**src/rtl/min_max_array_loader.sv**
```systemverilog
// Batch loader feeding a min/max finder: fills a 16-entry array over valid/ready,
// pulses Start, then captures the finder's result (or a watchdog error) until acknowledged.
module min_max_array_loader #(
  parameter int N_ELEM  = 16,
  parameter int DATA_W  = 8,
  parameter int ADDR_W  = 4,
  parameter int TIMEOUT = 64
) (
  input  logic              Clk,
  input  logic              Reset,
  input  logic              In_Valid,
  input  logic [DATA_W-1:0] In_Data,
  output logic              In_Ready,
  input  logic [ADDR_W-1:0] Rd_Addr,
  output logic [DATA_W-1:0] Rd_Data,
  output logic              Start,
  input  logic              Finder_Done,
  input  logic [DATA_W-1:0] Max_In,
  input  logic [DATA_W-1:0] Min_In,
  output logic              Res_Valid,
  output logic [DATA_W-1:0] Res_Max,
  output logic [DATA_W-1:0] Res_Min,
  output logic              Res_Err,
  input  logic              Res_Ack,
  output logic [ADDR_W:0]   Count,
  output logic              Qi,
  output logic              Qf,
  output logic              Qs,
  output logic              Qw,
  output logic              Qr
);

  localparam int WD_W = $clog2(TIMEOUT + 1);

  typedef enum logic [4:0] {
    S_INI  = 5'b00001,
    S_FILL = 5'b00010,
    S_STRT = 5'b00100,
    S_WAIT = 5'b01000,
    S_RSLT = 5'b10000
  } state_t;

  state_t state, state_nx;

  logic [DATA_W-1:0] mem [N_ELEM];
  logic [ADDR_W-1:0] wr_ptr;
  logic [WD_W-1:0]   wd_cnt;
  logic              xfer;
  logic              wd_exp;

  assign xfer   = (state == S_FILL) && In_Valid;
  assign wd_exp = (wd_cnt == WD_W'(TIMEOUT - 1));

  always_comb begin
    state_nx = state;
    unique case (state)
      S_INI:  state_nx = S_FILL;
      S_FILL: if (xfer && (wr_ptr == ADDR_W'(N_ELEM - 1))) state_nx = S_STRT;
      S_STRT: state_nx = S_WAIT;
      S_WAIT: if (Finder_Done || wd_exp) state_nx = S_RSLT;
      S_RSLT: if (Res_Ack) state_nx = S_INI;
      default: state_nx = S_INI;
    endcase
  end

  always_ff @(posedge Clk) begin
    if (Reset) begin
      state   <= S_INI;
      wr_ptr  <= '0;
      Count   <= '0;
      wd_cnt  <= '0;
      Res_Max <= '0;
      Res_Min <= '0;
      Res_Err <= 1'b0;
    end else begin
      state <= state_nx;
      unique case (state)
        S_INI: begin
          wr_ptr <= '0;
          Count  <= '0;
          wd_cnt <= '0;
        end
        S_FILL: if (xfer) begin
          wr_ptr <= wr_ptr + 1'b1;
          Count  <= Count + 1'b1;
        end
        S_STRT: wd_cnt <= '0;
        S_WAIT: begin
          wd_cnt <= wd_cnt + 1'b1;
          // A done indication on the expiry cycle still counts as a real result
          if (Finder_Done) begin
            Res_Max <= Max_In;
            Res_Min <= Min_In;
            Res_Err <= 1'b0;
          end else if (wd_exp) begin
            Res_Max <= '0;
            Res_Min <= '0;
            Res_Err <= 1'b1;
          end
        end
        default: ;
      endcase
    end
  end

  // Array is deliberately unreset; only the write is gated by Reset
  always_ff @(posedge Clk) begin
    if (!Reset && xfer) mem[wr_ptr] <= In_Data;
  end

  assign Rd_Data   = mem[Rd_Addr];

  assign Qi        = (state == S_INI);
  assign Qf        = (state == S_FILL);
  assign Qs        = (state == S_STRT);
  assign Qw        = (state == S_WAIT);
  assign Qr        = (state == S_RSLT);

  assign In_Ready  = Qf;
  assign Start     = Qs;
  assign Res_Valid = Qr;

endmodule

```
**config.mk**
```make
export PLATFORM = sky130hd
export DESIGN_NAME = min_max_array_loader
export DESIGN_NICKNAME = d
export VERILOG_FILES = /design/src/rtl/min_max_array_loader.sv
export SDC_FILE = /design/constraint.sdc
export NUM_CORES = 1
export LEC_CHECK = 0
export CORE_MARGIN = 3
export CORE_UTILIZATION = 35
export DETAILED_ROUTE_END_ITERATION = 10
export GPL_ROUTABILITY_DRIVEN = 0
export GPL_TIMING_DRIVEN = 0
export PLACE_DENSITY = 0.54
export SYNTH_ARGS = -nofsm -noshare
export SYNTH_HDL_FRONTEND = slang
export SYNTH_SLANG_ARGS = --single-unit
```
**constraint.sdc**
```tcl
create_clock -name Clk -period 6.3 [get_ports Clk]
set_input_delay 1.26 -clock Clk [delete_from_list [all_inputs] [get_ports Clk]]
set_output_delay 1.26 -clock Clk [all_outputs]
set_load 0.01 [all_outputs]
```
Yosys cells after proc, flatten, opt, wreduce, memory -nomap -nowiden --
Memory sizes are Yosys's and may differ from the RTL's. Cells that the tools add are included.
Word-level totals: bits of input ports 33, memory bits (writable) 128, word-level logic and storage cells 50, register bits 38, output and inout port bits 38, memories 1
Memories:
- mem | depth 16, width 8, read ports 1, clocked after Yosys merged registers in 0, write ports 1, line 45 | logic [DATA_W-1:0] mem [N_ELEM];
Cells by class: $add $sub $neg 3, multiplexer cells 16, reductions and logical operators 12, eq/ne operators 11
Operator list (number):
- $pmux W5 S5 | 1
- $mux W8 | 3
- $mux W5 | 4
- $pmux W7 S2 | 1
- $pmux W5 S2 | 1
- $pmux W4 S2 | 1
- $add A7 B1 Y7 const B | 1
- $eq A7 B6 Y1 const B | 1
- $ne A2 B1 Y1 const B | 3
- $reduce_bool A2 Y1 | 3
- $add A5 B1 Y5 const B | 1
- $eq A5 B1 Y1 const B | 1
- $eq A5 B2 Y1 const B | 1
- $eq A5 B3 Y1 const B | 1
- $eq A5 B4 Y1 const B | 1
- $eq A5 B5 Y1 const B | 1
- $add A4 B1 Y4 const B | 1
- $eq A4 B4 Y1 const B | 1
- $mux W1 | 4
- $mux W4 | 1
- $reduce_and A2 Y1 | 2
- $logic_and A1 B1 Y1 | 3
- $reduce_and A3 Y1 | 1
- $ne A2 B2 Y1 const B | 1
- 3 further kinds | 3

Longest topological paths before layout --
word-level depth 5, depth in mapped cells 7, depth with buffers taken out 5

Least setup slack after synthesis --
No wires, ideal clock.
kind input port to output port, start input port Rd_Addr[0], end output port Rd_Data[3], path slack 2.710 ns, stages 5, data arrival time 2.330 ns, data required time 5.040 ns, buffers on the path 2, cells stage by stage buf_6 > buf_4 > mux4_2 > a22oi_1 > nand2_1
Between the ends: word-level cells in the longest chain between the ends 1
RTL lines:
- from (decl) | line 14 | input logic [ADDR_W-1:0] Rd_Addr,
- $mem_v2 Z16 W8
- to (decl) | line 15 | output logic [DATA_W-1:0] Rd_Data,
Every way passes these cells.

Final worst setup path --
start input port Rd_Addr[1], end output port Rd_Data[6]
The elaborated chain is that of the path after synthesis.

==> metrics.cfg <==
[worst_setup_path]
rr_worst_depth=4
cp_num_buf_inv=3
r2r_start=state[4]
critical_path_required_ns=5.04
crit_path_max_fanout=10
crit_path_cell_trace=clkdlybuf4s50_1, buf_2, mux4_1, a22oi_1, nand2_1, clkdlybuf4s50_1
slowest_stage=clkdlybuf4s50_1
start_kind=input port
cpLargestDelayFamily=buffers and inverters
critPathLaunch=Rd_Addr[1]
cpPeakStageDelay_ns=0.58
crit_path_end_kind=output port
crit_cells=6
cp.arrival_ns=3.43
crit_path_frequent_cell=clkdlybuf4s50_1
criticalPathCategory=input port to output port

[clock_tree]
cts_tree=built
cts.sinks=166
cts_resized=0
h-tree-depth=4
holdBufCountCts=0
path_clk_slew_ns=0.06
clockBufferDepth=2
clock_tree.root_cell=clkbuf_16
clock_latency_ns=0.42
postCtsSetupBuffers=0
cts_inserted_buffers=17

[synth]
yosysSeqAreaShare=0.6852
syn_nets=436
synthMuxAreaShare=0.1197
synth_top_family_by_area=multiplexers
postSynthCellCount=397
synth_area_sq_um=6720
synth_ff_type=edfxtp_1
ys_warn_count=0
synth-simple-area-share=0.07373
synth.distinct_cells=52
synth_compound_area_frac=0.07634
synthTopCellsByArea=edfxtp_1, dfxtp_1, mux4_1
synth_top_area_cell=edfxtp_1
yosysMostFrequentCell=edfxtp_1
synth-xor-area-share=0
synthArstFlopShare=0
synth_top_area_share=0.5720
ys_ff_latch=166
synth_adder_area_share=0.01117
synth_common_cells=edfxtp_1, dfxtp_1, nand2_1
avgSynthCellArea_sq_um=16.93
synth_edf_count=128

[timing]
max-slew-margin-rel=0.3367
tns_ns=0
min_period_ns=4.687
slew_viol_final=0
grt_setup_unrepaired=no
max_freq_mhz=213.3
hold_viol_final=0
setup_viol=0
finalCritPeriodShare=0.7440
worst_pin_slew_ns=0.9912
fin_skew_ns=0.007298

[floorplan]
io_pins=71
die_h_microns=144.6
die_w_microns=144.6
row_count=50
coreArea_sq_um=18770
start_util=0.3581
dieArea_sq_um=20900

[grt]
antenna_found_initial=0
grt_max_degree=17
grt_use_total=0.1428
grt_pass1_vias=3893
grt_use_met3=0.03373
use_met1=0.1903
grt_pass1_wl_microns=22170
grt_overflow_total=0
grt-busiest-layer=met2
met2_usage=0.2319

[detailed_routing]
ant_nets=0
drt_iter0_drc=295
drt-total-wl_microns=14060
via_per_inst=5.171
wl_per_cell_microns=19.20
drc=0
vias=3785
dr.pass1.iters=4

[run]
max-cap-violations=0

[worst_hold_path]
min_from=Count[4]
hp-class=flop to flop
min_path_cells=2

[power_and_ir_drop]
p_per_area_nw_per_um2=285.8
vdd_drop_max_mv=0.1919
leakage_uw=0.002792

[final_layout]
finalNetCount=524
insertedDiodeCount=0
drive_gt1_frac=0.1546
final_cells=732
area_growth_pct=23.55

[status]
status=completed

[place]
hpwl_microns=9309
portBuffers=69
post-place-cells=700

## final cells by class
cell class / count / area (sq um)
Clock buffer: 18 / 429.2
Clock inverter: 14 / 150.1
Fill cell: 1634 / 10470
Tap cell: 234 / 292.8
Inverter: 10 / 40.04
Multi-Input combinational cell: 199 / 1908
Sequential cell: 166 / 4604
Buffer: 22 / 187.7
Timing Repair Buffer: 69 / 690.7
## through the flow
stage | setup WS, ns | total power, uW | utilization | hold slack, ns | area [sq um]
6_report | 1.613 | 2373 | 0.4424 | 0.4744 | 8303
4_1_cts | 1.529 | 2401 | 0.4424 | 0.4828 | 8303
3_3_place_gp | 1.514 | 1386 | 0.4105 | 0.4594 | 7704
3_5_place_dp | 1.532 | 1389 | 0.4115 | 0.4670 | 7724
5_1_grt | 1.432 | 2458 | 0.4424 | 0.4965 | 8303
2_1_floorplan | 2.710 | 1309 | - | 0.4653 | 6720
## kinds of logic (layout without fill, tap and decap cells)
group                      after synthesis  in the layout
AOI/OAI and AO/OA                       69             69
adders and majority gates                6              6
buffers and inverters                   32            133
DFF                                    166            166
muxes                                   34             34
and+or+nand+nor                         90             90
## sequential cells by signal (all words and copies together), names as in the netlist
register and flops:
Res_Min 8, mem 128, wr_ptr 4, Count 5
state 5, Res_Max 8, Res_Err 1, wd_cnt 7
## worst register-to-register path, delay by kind of cell (launching register included)
family,cells,cell delay [ns]
flops,1,0.36
simple gates,4,1.62
## routing by layer
| layer | routed length (microns) | vias to the layer above | part of all wire |
|---|---|---|---|
| li1 | - | 1781 | - |
| met1 | 6414 | 1897 | 0.46 |
| met2 | 7004 | 93 | 0.50 |
| met3 | 463 | 14 | 0.033 |
| met4 | 172 | 0 | 0.012 |
| met5 | 0 | - | 0 |
## path summary, 6_finish.rpt
kind / to / slack, ns
max: Rd_Data[6] / 1.61
min: Count[4] / 0.47
max reg2reg: mem[12][0] / 3.94
min reg2reg: Count[4] / 0.47
## report_power, final
group | total [uW] | internal (uW) | switching [uW] | leakage (uW)
sequential | 1190 | 1180 | 6.70 | 0.00146
combinational | 175 | 79.7 | 94.9 | 0.00106
clock | 1010 | 587 | 422 | 0.000277
total | 2370 | 1850 | 523 | 0.00279
## layout by cell type (no fill, tap or decap), drive strengths merged, types with 2 or more instances in the layout
cell type and n:
o21ai 3, a311oi 3, nor2b 3, a2111oi 3, mux4 32, dfxtp 38
nand2 25, inv 14, clkdlybuf4s25 2, o2111ai 5, nand2b 7, nor2 18
a22oi 16, a22o 16, o211ai 2, or3 3, ha 6, clkinv 5
clkinvlp 3, nand3b 2, nand4 4, nor3 10, a211oi 2, bufinv 2
o21a 2, and3 2, nand3 11, buf 15, clkbuf 22, clkdlybuf4s50 69
a21oi 14, mux2i 2, edfxtp 128
No activity file was read; power rests on OpenSTA's default activity.
